[src/rtl/chs_pkg.sv]
// Shared types and default parameters for the chs_pwm_ctrl cool/heat controller.
package chs_pkg;

    typedef enum logic [1:0] {
        IDLE  = 2'd0,
        COOL  = 2'd1,
        HEAT  = 2'd2,
        DRAIN = 2'd3
    } chs_state_t;

    localparam logic MODE_COOL = 1'b1;
    localparam logic MODE_HEAT = 1'b0;

    localparam int DEF_DATA_W     = 8;
    localparam int DEF_PWR_W      = 4;
    localparam int DEF_STEP_SHIFT = 2;
    localparam int DEF_HYST       = 4;

endpackage

[src/rtl/chs_pwm_gen.sv]
// PWM generator: free-running period counter, boundary flag, duty register
// and registered PWM output; duty only changes on the period boundary.
module chs_pwm_gen #(
    parameter int PWR_W = 4
) (
    input  logic             clk,
    input  logic             arst,
    input  logic [PWR_W-1:0] level,
    input  logic             load,
    output logic             boundary,
    output logic [PWR_W-1:0] duty,
    output logic             pwm_data
);

    logic [PWR_W-1:0] cnt;

    assign boundary = (cnt == '1);

    // Counter wraps naturally; duty is loaded on the same edge the counter returns to 0.
    always_ff @(posedge clk or negedge arst) begin
        if (!arst) begin
            cnt      <= '0;
            duty     <= '0;
            pwm_data <= 1'b0;
        end else begin
            cnt      <= cnt + 1'b1;
            pwm_data <= (cnt < duty);
            if (load) begin
                duty <= level;
            end
        end
    end

endmodule

[src/rtl/chs_pwm_ctrl.sv]
// Cool/heat controller with threshold window, hysteresis and PWM power drive.
// Optional macro CHS_RAMP_EN: power steps one level per PWM period toward target.
module chs_pwm_ctrl
    import chs_pkg::*;
#(
    parameter int DATA_W     = DEF_DATA_W,
    parameter int PWR_W      = DEF_PWR_W,
    parameter int STEP_SHIFT = DEF_STEP_SHIFT,
    parameter int HYST       = DEF_HYST
) (
    input  logic              clk,
    input  logic              arst,
    input  logic [DATA_W-1:0] temp,
    input  logic [DATA_W-1:0] cfg_low,
    input  logic [DATA_W-1:0] cfg_high,
    input  logic              cfg_load,
    output logic              cfg_err,
    output logic              chs_mode,
    output logic              chs_active,
    output logic [PWR_W-1:0]  chs_power,
    output logic              pwm_data
);

    localparam logic [DATA_W:0]   HYST_X = (DATA_W+1)'(HYST);
    localparam logic [DATA_W:0]   TMAX_X = {1'b0, {DATA_W{1'b1}}};
    localparam logic [DATA_W-1:0] PMAX_D = DATA_W'((1 << PWR_W) - 1);

    logic [DATA_W-1:0] temp_q;
    logic [DATA_W-1:0] low_q;
    logic [DATA_W-1:0] high_q;
    chs_state_t        state;
    chs_state_t        state_next;
    logic              mode_next;
    logic [DATA_W:0]   t_x;
    logic [DATA_W:0]   cool_exit;
    logic [DATA_W:0]   heat_sum;
    logic [DATA_W:0]   heat_exit;
    logic [DATA_W-1:0] excess;
    logic [DATA_W-1:0] scaled;
    logic [PWR_W-1:0]  target;
    logic [PWR_W-1:0]  level_next;
    logic              boundary;

    // An inverted window is rejected outright and remembered until reset.
    always_ff @(posedge clk or negedge arst) begin
        if (!arst) begin
            low_q   <= '0;
            high_q  <= '1;
            cfg_err <= 1'b0;
        end else if (cfg_load) begin
            if (cfg_low < cfg_high) begin
                low_q  <= cfg_low;
                high_q <= cfg_high;
            end else begin
                cfg_err <= 1'b1;
            end
        end
    end

    always_ff @(posedge clk or negedge arst) begin
        if (!arst) begin
            temp_q <= '0;
        end else begin
            temp_q <= temp;
        end
    end

    always_comb begin
        t_x       = {1'b0, temp_q};
        cool_exit = ({1'b0, high_q} >= HYST_X) ? ({1'b0, high_q} - HYST_X) : '0;
        heat_sum  = {1'b0, low_q} + HYST_X;
        heat_exit = (heat_sum > TMAX_X) ? TMAX_X : heat_sum;
    end

    // Active modes always request at least one level so the drive never stalls at 0.
    always_comb begin
        excess = '0;
        target = '0;
        case (state)
            COOL:    if (temp_q > high_q) excess = temp_q - high_q;
            HEAT:    if (low_q > temp_q)  excess = low_q - temp_q;
            default: excess = '0;
        endcase
        scaled = excess >> STEP_SHIFT;
        if (state == COOL || state == HEAT) begin
            if (scaled > PMAX_D) begin
                target = '1;
            end else if (scaled == '0) begin
                target = PWR_W'(1);
            end else begin
                target = scaled[PWR_W-1:0];
            end
        end
    end

`ifdef CHS_RAMP_EN
    always_comb begin
        level_next = chs_power;
        if (chs_power < target) begin
            level_next = chs_power + 1'b1;
        end else if (chs_power > target) begin
            level_next = chs_power - 1'b1;
        end
    end
`else
    assign level_next = target;
`endif

    always_comb begin
        state_next = state;
        mode_next  = chs_mode;
        case (state)
            IDLE: begin
                if (temp_q > high_q) begin
                    state_next = COOL;
                    mode_next  = MODE_COOL;
                end else if (temp_q < low_q) begin
                    state_next = HEAT;
                    mode_next  = MODE_HEAT;
                end
            end
            COOL:    if (t_x <= cool_exit) state_next = DRAIN;
            HEAT:    if (t_x >= heat_exit) state_next = DRAIN;
            DRAIN:   if (boundary && level_next == '0) state_next = IDLE;
            default: state_next = IDLE;
        endcase
    end

    always_ff @(posedge clk or negedge arst) begin
        if (!arst) begin
            state    <= IDLE;
            chs_mode <= 1'b0;
        end else begin
            state    <= state_next;
            chs_mode <= mode_next;
        end
    end

    assign chs_active = (state != IDLE);

    chs_pwm_gen #(
        .PWR_W (PWR_W)
    ) u_pwm_gen (
        .clk      (clk),
        .arst     (arst),
        .level    (level_next),
        .load     (boundary),
        .boundary (boundary),
        .duty     (chs_power),
        .pwm_data (pwm_data)
    );

endmodule

[config.mk]
export PLATFORM = sky130hd
export DESIGN_NAME = chs_pwm_ctrl
export DESIGN_NICKNAME = d
export VERILOG_FILES = /design/src/rtl/chs_pkg.sv /design/src/rtl/chs_pwm_gen.sv /design/src/rtl/chs_pwm_ctrl.sv
export SDC_FILE = /design/constraint.sdc
export NUM_CORES = 1
export LEC_CHECK = 0
export CORE_MARGIN = 3
export CORE_UTILIZATION = 53
export CTS_BUF_LIST = sky130_fd_sc_hd__clkbuf_8
export DETAILED_ROUTE_END_ITERATION = 16
export GPL_TIMING_DRIVEN = 0
export PLACE_DENSITY_LB_ADDON = 0.25
export SLEW_MARGIN = 30
export SYNTH_ARGS = -nofsm -noshare
export SYNTH_HDL_FRONTEND = slang
export SYNTH_HIERARCHICAL = 1
export SYNTH_SLANG_ARGS = --single-unit
[constraint.sdc]
create_clock -name clk -period 3.4 [get_ports clk]
set_clock_uncertainty 0.1 [all_clocks]
set_input_delay 0.68 -clock clk [delete_from_list [all_inputs] [get_ports clk]]
set_output_delay 0.68 -clock clk [all_outputs]
set_load 0.01 [all_outputs]
==> reports/metrics.csv <==
metric,value,unit
synth warn,6,
DRT iter0 DRCs,75,
max-cap viol count,0,
most frequent CP cell,ha_1,
DRT Wirelength,6680,um
largest net degree at the start of global routing,22,
relative slew slack,65.1,%
clock sink count,37,
final setup violating endpoints,0,
row count,27,
final cell count without fillers,450,
CTS tree,done,
outcome,"finished, final reports clean",
"worst slack, placed",-344,ps
Worst Setup Path Type,flip-flop to flip-flop,
synth-to-layout area growth,20.3,%
Antenna Cells,0,
number of top-level pins,35,
via count,2515,
crit path max-delay cell type,dfrtp_2,
P per Cell Area,559,mW/mm^2
post-synthesis sequential area ratio,30.3,%
first-pass GRT wire length,11200,um
ys async rst share,100,%
HPWL after detailed placement,5360,um
post-route ant nets,0,
WP data required,3470,ps
Buffers & Inverters on Critical Path,1,
Wirelength per Cell,14.8,um
hold slack,225,ps
"Design Area, Final",0.00372,sq mm
number of enable flip-flop cells after synthesis,0,
Core ar.,0.00557,sq mm
global route overflow,0,
Mapped Cells,332,
placed cell area,0.00354,sq mm
"Reg clk slew, reported paths",80,ps
placed insts,439,
Synth top area share,23.5,%
crit path DAT,3300,ps
number of remaining DRC errors,0,
GRT Total Usage,21.4,%
cts bufs inserted,5,
vias in the first global route,2466,
leakage,1.75,nW
worst slew pin tran,522,ps
Startpoint Class,flip-flop,
Placer Congestion,0.835,
setup total negative slack,0,ps
most common cell in the synthesized netlist,ha_1,
dominant cell type by area after synthesis,dfrtp_1,
"Net Count, Synth",410,
Root Driver,clkbuf_8,
Critical Path End Type,flip-flop,
ratio of cells with drive above 1 in the final layout,13.2,%
Die W,82.3,um
Yosys cell types,53,
Vias/cell,5.59,
period utilisation layout,94.8,%
max incr delay on CP,370,ps
"CP delay by family, top",compound AO/OA/AOI/OAI gates,
CP Cell Sequence,inv_1 > ha_1 > nor4b_2 > nand3_1 > o21ai_1 > nand2_1 > o21ai_0 > and3_4 > or2_2 > ha_1 > nand2b_1 > a21o_1 > a211oi_2 > o21ai_2 > o2111ai_2 > nor2_2 > o22a_1,
Worst Hold Class,primary input to async pin,
clk_lat worst skew,290,ps
Post-Synthesis Mean Instance Area,9.30,sq um
Slew Limit Fails,0,
Final min period,3220,ps
Synth top cells by count,"ha_1 (51), inv_1 (33), dfrtp_1 (29), nor2_1 (29), nand2_1 (22)",
Buffers on Ports,34,
die height,82.3,um
nets@finish,455,
crit-path max FO,5,
mapped cell area,0.00309,sq mm
fmax,310,MHz
Initial DRT Pass Iterations,4,
final setup margin,176,ps
initial antenna violation count,0,
clk buf depth,2,
ys flop type,dfrtp_1,
Initial Util,55.4,%
"flops & latches, synth",37,
Area contributors post-synth,"dfrtp_1 (24%), ha_1 (21%), dfstp_2 (6.8%)",
DIE AREA,0.00678,sq mm
depth of the CTS H-tree,2,
VDD IR max,0.297,mV
Fin. Hold Viols,0,
==> worst reg2reg max path, delay by kind of cell, from the launching register on <==
family	cells	cell delay [ps]
and+or+nand+nor	7	1020
adders and majority gates	2	520
DFF	1	370
AOI/OAI and AO/OA	7	1030
buffers and inverters	1	50
==> path summary, 6_finish.rpt <==
check                      slack (ps)                       start  depth (start not counted)                    endpoint
min reg2reg                       380  u_pwm_gen/cnt[0]$_DFF_PN0_                          1  u_pwm_gen/cnt[0]$_DFF_PN0_
min                               220                        arst                          1         temp_q[0]$_DFF_PN0_
max in group asynchronous        2440                        arst                          2       high_q[6]$_DFFE_PN1P_
max reg2reg                       180        low_q[2]$_DFFE_PN0P_                         17        state[1]$_DFFE_PN0P_
min in group clk                  380  u_pwm_gen/cnt[0]$_DFF_PN0_                          1  u_pwm_gen/cnt[0]$_DFF_PN0_
max                               180        low_q[2]$_DFFE_PN0P_                         17        state[1]$_DFFE_PN0P_
==> layout by cell type (no fill, tap or decap), types with 3 or more instances in the layout <==
master,count
nand2_1,22
o21ai_0,13
inv_1,34
clkbuf_8,5
xnor2_1,10
nor2_1,28
dfstp_2,8
clkdlybuf4s50_1,33
a21o_1,8
mux2i_1,8
and3_1,4
mux2_4,3
nand3_1,8
xor2_1,5
ha_1,51
nand2b_1,9
buf_4,4
o21a_1,4
a221oi_1,3
nor2b_1,6
nor3_1,7
dfrtp_1,27
nand4_1,3
mux2_2,7
a31oi_1,3
a21oi_1,12
==> area by class of cell <==
| type | count | area [sq um] |
|---|---|---|
| well taps | 72 | 90.1 |
| clock inverters | 3 | 42.5 |
| repair buffers | 39 | 393 |
| multi-input cells | 257 | 2030 |
| plain buffers | 3 | 27.5 |
| clock buffers | 5 | 68.8 |
| fillers | 493 | 1860 |
| inverters | 34 | 128 |
| flip-flops and latches | 37 | 938 |
==> metrics by stage <==
stage | util, % | power, mW
final | 66.7 | 2.08
after global routing | 66.7 | 2.26
after CTS | 65.9 | 2.06
after detailed placement | 63.5 | 1.65
after global placement | 63.1 | 1.61
after floorplan | - | 1.36
==> registers in the layout (all words and copies together) (netlist names) <==
register and count:
high_q 8, low_q 8, temp_q 8, u_pwm_gen/cnt 4
u_pwm_gen/duty 4, state 2, cfg_err 1, chs_mode 1
u_pwm_gen/pwm_data 1
==> per-layer routing <==
metal  share of wire (%)  track usage, %  wire length, um  vias up
li1                    -               -                -     1273
met1                  46            28.5             3090     1187
met2                  47            36.2             3160       44
met3                 4.9            3.25              328       11
met4                 1.5            5.32               99        0
met5                   0               0                0        -
==> power by group <==
part	leakage (nW)	internal, mW	switching, mW
clock	0.0595	0.217	0.162
sequential	0.428	0.537	0.0853
combinational	1.26	0.527	0.547
==> cells by family (layout without fill, tap and decap cells) <==
group / count (synthesis) / after routing / synth area share (%)
simple gates: 99 / 99 / 15.7
compound gates: 73 / 73 / 17.0
fa+ha+maj: 51 / 51 / 20.7
buf+inv: 38 / 84 / 5.15
flops: 37 / 37 / 30.3
mux: 19 / 19 / 6.97
xor+xnor: 15 / 15 / 4.25
==> repair_timing <==
action | CTS | global route
hold buffers | 0 | 0
setup buffers | 1 | 3
setup endpoints to repair | 2 | 2
gates resized for setup | 6 | 7
pin swaps | 1 | 3
(Power assumes the default switching activity.)
